<file path="config.mk">
export PLATFORM = sky130hd
export DESIGN_NAME = bus_arbiter
export DESIGN_NICKNAME = d
export VERILOG_FILES = /design/src/rtl/bus_arbiter.sv
export SDC_FILE = /design/constraint.sdc
export NUM_CORES = 1
export LEC_CHECK = 0
export ABC_AREA = 1
export BUFFER_PORTS_ARGS = -buffer_cell sky130_fd_sc_hd__buf_2
export CORE_AREA = 4 4 41 43
export CTS_CLUSTER_DIAMETER = 200
export DETAILED_ROUTE_END_ITERATION = 8
export DIE_AREA = 0 0 45 47
export GPL_ROUTABILITY_DRIVEN = 0
export PLACE_DENSITY = 0.54
export REMOVE_ABC_BUFFERS = 1
export SYNTH_ARGS = -nofsm -noshare
export SYNTH_HDL_FRONTEND = slang
export SYNTH_SLANG_ARGS = --single-unit
</file>
<file path="constraint.sdc">
create_clock -name clk -period 1 [get_ports clk]
set_input_delay 0.2 -clock clk [delete_from_list [all_inputs] [get_ports clk]]
set_output_delay 0.2 -clock clk [all_outputs]
set_load 0.01 [all_outputs]
</file>
<file path="src/rtl/bus_arbiter.sv">
// bus_arbiter: two-master bus arbiter, round-robin or fixed priority, with one split-transaction slot
module bus_arbiter #(
   parameter int RR_EN = 1
) (
   input  logic clk,
   input  logic rst,
   input  logic breq1,
   input  logic breq2,
   input  logic ssplit,
   input  logic sready,
   output logic bgrant1,
   output logic bgrant2,
   output logic msel,
   output logic split_grant,
   output logic split_pend
);
   typedef enum logic [1:0] {IDLE, BUSY1, BUSY2} state_t;
   state_t r_state;
   logic r_bgrant1, r_bgrant2, r_msel, r_split_grant, r_split_pend, r_split_owner, r_last_owner;
   logic w_resume, w_elig1, w_elig2, w_go, w_pick, w_own, w_own_req, w_split;
   // owner encoding everywhere: 0 = M1, 1 = M2
   always_comb begin
      w_resume  = r_split_pend && sready;
      w_elig1   = breq1 && !(r_split_pend && !r_split_owner);
      w_elig2   = breq2 && !(r_split_pend && r_split_owner);
      w_go      = w_resume || w_elig1 || w_elig2;
      w_pick    = w_resume ? r_split_owner :
                  (w_elig1 && w_elig2) ? ((RR_EN != 0) ? !r_last_owner : 1'b0) : w_elig2;
      w_own     = r_state == BUSY2;
      w_own_req = w_own ? breq2 : breq1;
      w_split   = ssplit && !r_split_pend;
   end
   always_ff @(posedge clk or posedge rst) begin
      if (rst) begin
         r_state       <= IDLE;
         r_bgrant1     <= 1'b0;
         r_bgrant2     <= 1'b0;
         r_msel        <= 1'b0;
         r_split_grant <= 1'b0;
         r_split_pend  <= 1'b0;
         r_split_owner <= 1'b0;
         r_last_owner  <= 1'b1;
      end else begin
         r_split_grant <= 1'b0;
         if (r_state == IDLE) begin
            if (w_go) begin
               r_state      <= w_pick ? BUSY2 : BUSY1;
               r_bgrant1    <= !w_pick;
               r_bgrant2    <= w_pick;
               r_msel       <= w_pick;
               r_last_owner <= w_pick;
            end
            if (w_resume) begin
               r_split_grant <= 1'b1;
               r_split_pend  <= 1'b0;
            end
         end else if (w_split || !w_own_req) begin
            // a split beats a release in the same cycle; every grant ends in IDLE for turnaround
            r_state   <= IDLE;
            r_bgrant1 <= 1'b0;
            r_bgrant2 <= 1'b0;
            if (w_split) begin
               r_split_pend  <= 1'b1;
               r_split_owner <= w_own;
            end
         end
      end
   end
   assign bgrant1     = r_bgrant1;
   assign bgrant2     = r_bgrant2;
   assign msel        = r_msel;
   assign split_grant = r_split_grant;
   assign split_pend  = r_split_pend;
endmodule

</file>
== Word level (Yosys, flattened, before mapping) ==
Cells that the tools add are included.

* Add/sub/neg operators: 0
* Multiply operators: 0
* Divide/modulo/power cells: 0
* Magnitude comparators: 0
* Equal/unequal tests: 3
* Shift-type cells: 0
* Multiplexer cells: 18
* Bitwise operators: 1
* Reductions and logical operators: 24

{| class="wikitable"
|+ Operators by type and width
! operator !! count
|-
| $mux W1 || 14
|-
| $mux W2 || 4
|-
| $logic_and A1 B1 Y1 || 7
|-
| $logic_not A1 Y1 || 7
|-
| $reduce_and A3 Y1 || 2
|-
| $ne A2 B2 Y1 const B || 2
|-
| $reduce_and A2 Y1 || 2
|-
| $reduce_bool A2 Y1 || 2
|-
| $logic_or A1 B1 Y1 || 3
|-
| $eq A2 B2 Y1 const B || 1
|-
| $logic_not A2 Y1 || 1
|-
| $not A1 Y1 || 1
|}

* Bits in registers: 9
* Latch bits: 0
* RAM bits: 0
* Memory bits (read-only): 0
* Memories: 0

== Logic depth before layout (Yosys ltp) ==
* Depth in word-level cells: 10
* Mapped depth: 8
* Gate-level depth less buffers: 8

== Least setup slack after synthesis ==
OpenSTA, ideal clock, no wires.

* Kind: flip-flop to flip-flop
* From: register r_split_pend, in the netlist split_pend
* To: register r_state[1]
* Data arrival time: 0.925 ns
* Required time: 0.934 ns
* Setup slack: 0.009 ns
* Stages on the path, launching flop included: 8
* Buffers on the path: 0
* Clock period less this slack: 0.991 ns
* Cells stage by stage: dfrtp_1 > nand2_2 > inv_2 > nor2_4 > nand2_2 > o21ai_2 > nand2_2 > nand2_1

* Longest elaborated chain between the ends: 9

{| class="wikitable"
|+ RTL lines
! what !! RTL line !! text
|-
| start: declaration || 19 || <nowiki>logic r_bgrant1, r_bgrant2, r_msel, r_split_grant, r_split_pend, r_split_owner, r_last_owner;</nowiki>
|-
| start signal: assignment || 40 || <nowiki>r_split_pend <= 1'b0;</nowiki>
|-
| start signal: assignment || 55 || <nowiki>r_split_pend <= 1'b0;</nowiki>
|-
| start signal: assignment || 63 || <nowiki>r_split_pend <= 1'b1;</nowiki>
|-
| $logic_and A1 B1 Y1, on equally long branches || 24, 25 ||
|-
| $logic_not A1 Y1, on equally long branches || 24, 25 ||
|-
| $logic_and A1 B1 Y1, on equally long branches || 24, 25 ||
|-
| $logic_and A1 B1 Y1 || 28 || <nowiki>(w_elig1 && w_elig2) ? ((RR_EN != 0) ? !r_last_owner : 1'b0) : w_elig2;</nowiki>
|-
| $mux W1 || 28 ||
|-
| $mux W1 || 27 || <nowiki>w_pick = w_resume ? r_split_owner :</nowiki>
|-
| $mux W2 || 47 || <nowiki>r_state <= w_pick ? BUSY2 : BUSY1;</nowiki>
|-
| $mux W2 || 46 || <nowiki>if (w_go) begin</nowiki>
|-
| $mux W2 || 45 || <nowiki>if (r_state == IDLE) begin</nowiki>
|-
| end signal: assignment || 47 ||
|-
| end: declaration || 18 || <nowiki>state_t r_state;</nowiki>
|}

Parallel ways exist; a longest one is shown, timed or not. The select of a mux whose other input is x is not followed.
A chain may end at the register's enable or synchronous reset.

==> results.py <==
metrics = {
    "critical_path": {
        "startpoint_type": "flip-flop",
        "critical_path_arrival_ns": 0.88,
        "critPathMaxStageDelay_ns": 0.40,
        "worstPathRequired_ns": 0.80,
        "r2r-end": "r_state[1]",
        "endpoint_kind": "output port",
        "endpoint": "bgrant1",
        "path_max_fanout": 3,
        "worstPathCellList": "buf_6, buf_6",
        "critical_path_class": "reg -> out",
        "critPathLaunch": "r_state[0]",
        "rrSetupSlack_ns": -0.04,
        "cpMaxStageDelayCell": "dfrtp_1",
        "worstReg2RegStart": "r_state[0]",
        "cp_common_cell": "buf_6",
        "reg2regPathDepth": 6,
    },
    "global_routing": {
        "grt_overflow": 0,
        "grt_use_total_pct": 10.3,
        "grt_pass1_wl_um": 1550,
        "grt_start_max_net_pins": 8,
        "grt_pass1_vias": 373,
        "antenna_found_initial": 0,
    },
    "cts": {
        "clkTransAtPathRegs_ns": 0.05,
        "insertion_delay_ns": 0.24,
        "cts_tree": "done",
        "root_buffer": "clkbuf_4",
        "clockBufferDepth": 2,
        "cts_num_sinks": 7,
        "cts.htree.levels": 1,
        "numCtsBuffers": 3,
    },
    "power_and_ir_drop": {
        "power_density_nw_per_um2": 3100,
        "p_leak_nw": 0.335,
        "netSwitchingFraction_pct": 39.5,
        "clkPwrFrac_pct": 13.1,
        "vdd_drop_max_uv": 1390,
        "comb_power_share_pct": 58.8,
        "power.internal_mw": 1.13,
        "seq_power_share_pct": 28.1,
        "power_switching_uw": 738,
    },
    "detailed_routing": {
        "drtAntennaViolNets": 0,
        "dr.first_iter.drc_count": 8,
        "wirelength_um": 874,
        "num_vias": 398,
        "drt-pass1-iter-count": 4,
        "wire_per_inst_um": 9.71,
        "drc": 0,
        "via_per_inst": 4.42,
    },
    "timing": {
        "hold_slack_ns": 0.256,
        "rsz0062_at_grt": "true",
        "finalSetupViolations": 8,
        "final.min_clock_period_ns": 1.08,
        "tns_ns": -0.269,
        "tightest_slew_ns": 0.269,
        "drv_slew": 0,
        "fmax_mhz": 923,
        "worst_clock_skew_ns": 0.000650,
        "hold_violations": 0,
        "fin_crit_sh_pct": 108,
        "worst_slack_ns": -0.0839,
        "relSlewSlack_pct": 82.0,
    },
    "logic_synthesis": {
        "synth_largest_area_cell": "dfrtp_1",
        "synth_common_cells": "nand2_1, dfrtp_1, nand2_2",
        "syn_area_per_cell_sq_um": 7.73,
        "synthMostInstantiatedCell": "nand2_1",
        "synth-warning-count": 0,
        "synth_area_leaders": "dfrtp_1, nand2_1, nand2_2",
        "syn_inst": 50,
        "synth_edf_count": 0,
        "syn_area_sq_um": 387,
        "async_reset_ff_share_pct": 100,
        "ys.flop_type": "dfrtp_1",
        "synth-seq-cells": 7,
        "yosysSeqAreaShare_pct": 45.6,
        "synth_top_area_share_pct": 38.8,
        "synth_cell_type_count": 15,
    },
    "die": {
        "die_w_um": 45,
        "io_pins": 11,
        "core_area_sq_um": 1300,
        "dieArea_sq_um": 2120,
        "dieHeight_um": 47,
        "start_util_pct": 29.7,
        "rows": 13,
    },
    "cells_and_area": {
        "layout-drive-gt1-share_pct": 49.3,
        "fill_cells": 131,
        "nets": 82,
        "stdcell_count": 90,
        "antennaDiodeCount": 0,
        "final_core_util_pct": 46.3,
        "area_growth_pct": 55.7,
    },
    "place": {
        "portBuffers": 10,
        "place_inst": 80,
        "dp_slack_ns": -0.00793,
        "hpwl_um": 647,
    },
    "hold_path": {
        "hp-class": "in -> reg",
    },
    "run_status": {
        "status": "finished, violations left",
        "violations": "negative setup slack",
    },
    "run": {
        "maxCapViolCount": 0,
    },
}
layout make-up:
class / count / area [sq um] / area share [%]
clock buffers: 4 / 26.3 / 4.37
inverters: 7 / 26.3 / 4.37
multi-input cells: 36 / 195 / 32.4
flip-flops and latches: 7 / 176 / 29.3
well taps: 15 / 18.8 / 3.12
repair buffers: 21 / 159 / 26.4
kinds of logic (layout without fill, tap and decap cells):
kind of cell           Yosys count  count (layout)  synth area share [%]
buffers and inverters            7              32                  6.79
AND/OR/NAND/NOR                 32              32                  40.5
flip-flops                       7               7                  45.6
AO/OA/AOI/OAI                    4               4                  7.12
worst max-delay path, delay by kind of cell, from the launching register on:
kind | cells | cell delay (ns)
DFF | 1 | 0.40
buffers and inverters | 2 | 0.24
timing repair:
item                                    in CTS  in global routing
gates resized for setup                      7                  0
hold buffers                                 1                  0
pin swaps                                    3                  3
endpoints found under the hold margin        6                  0
buffers inserted                             4                  1
endpoints found under the setup margin       7                  9
worst min path at each step:
| stage | start | end | slack, ns | cells past startpoint |
|---|---|---|---|---|
| floorplan | rst | msel | 0.003 | 1 |
| global placement | rst | split_pend | 0.14 | 2 |
| detailed placement | rst | r_split_owner | 0.14 | 2 |
| CTS | ssplit | r_split_owner | 0.25 | 3 |
| global route | breq1 | r_state[0] | 0.26 | 3 |
| finish | ssplit | r_split_owner | 0.26 | 3 |
power by group through the flow:
stage                     sequential, mW  clock (mW)  combinational [mW]
final                              0.525       0.245                1.10
after global routing               0.545       0.279                1.23
after CTS                          0.526       0.256                1.07
after detailed placement           0.527           0               0.828
after global placement             0.526           0               0.834
after floorplan                    0.570           0               0.465
per-layer routing:
layer	part of all wire (%)	GRT usage (%)
met1	43	12.0
met2	48	16.1
met3	6.2	3.07
met4	2.6	7.02
met5	0	0
registers in the layout (all words and copies together) (netlist names):
name and count:
r_state 2, msel 1, r_last_owner 1, r_split_owner 1
split_grant 1, split_pend 1
stage by stage:
stage               total power, mW  cell area [sq um]
floorplan                      1.04                387
global placement               1.36                493
detailed placement             1.36                493
CTS                            1.85                594
global route                   2.05                602
finish                         1.87                602
cells in the final DEF (no fill, tap or decap):
cell type | netlist | routed
nand4_1 | 2 | 2
dfstp_2 | 1 | 1
nor2_4 | 1 | 2
o21ai_2 | 1 | 1
buf_2 | 0 | 8
clkbuf_1 | 0 | 1
inv_2 | 3 | 3
nand2_2 | 5 | 5
dlygate4sd3_1 | 0 | 1
clkbuf_4 | 0 | 3
buf_4 | 0 | 7
inv_1 | 4 | 4
nand3_1 | 2 | 2
nor2_1 | 2 | 2
o2111ai_2 | 0 | 1
buf_6 | 0 | 5
dfrtp_1 | 6 | 6
nand2_1 | 18 | 18
a21oi_1 | 2 | 2
nand3_2 | 1 | 1
Power figures use the tool's default switching activity.
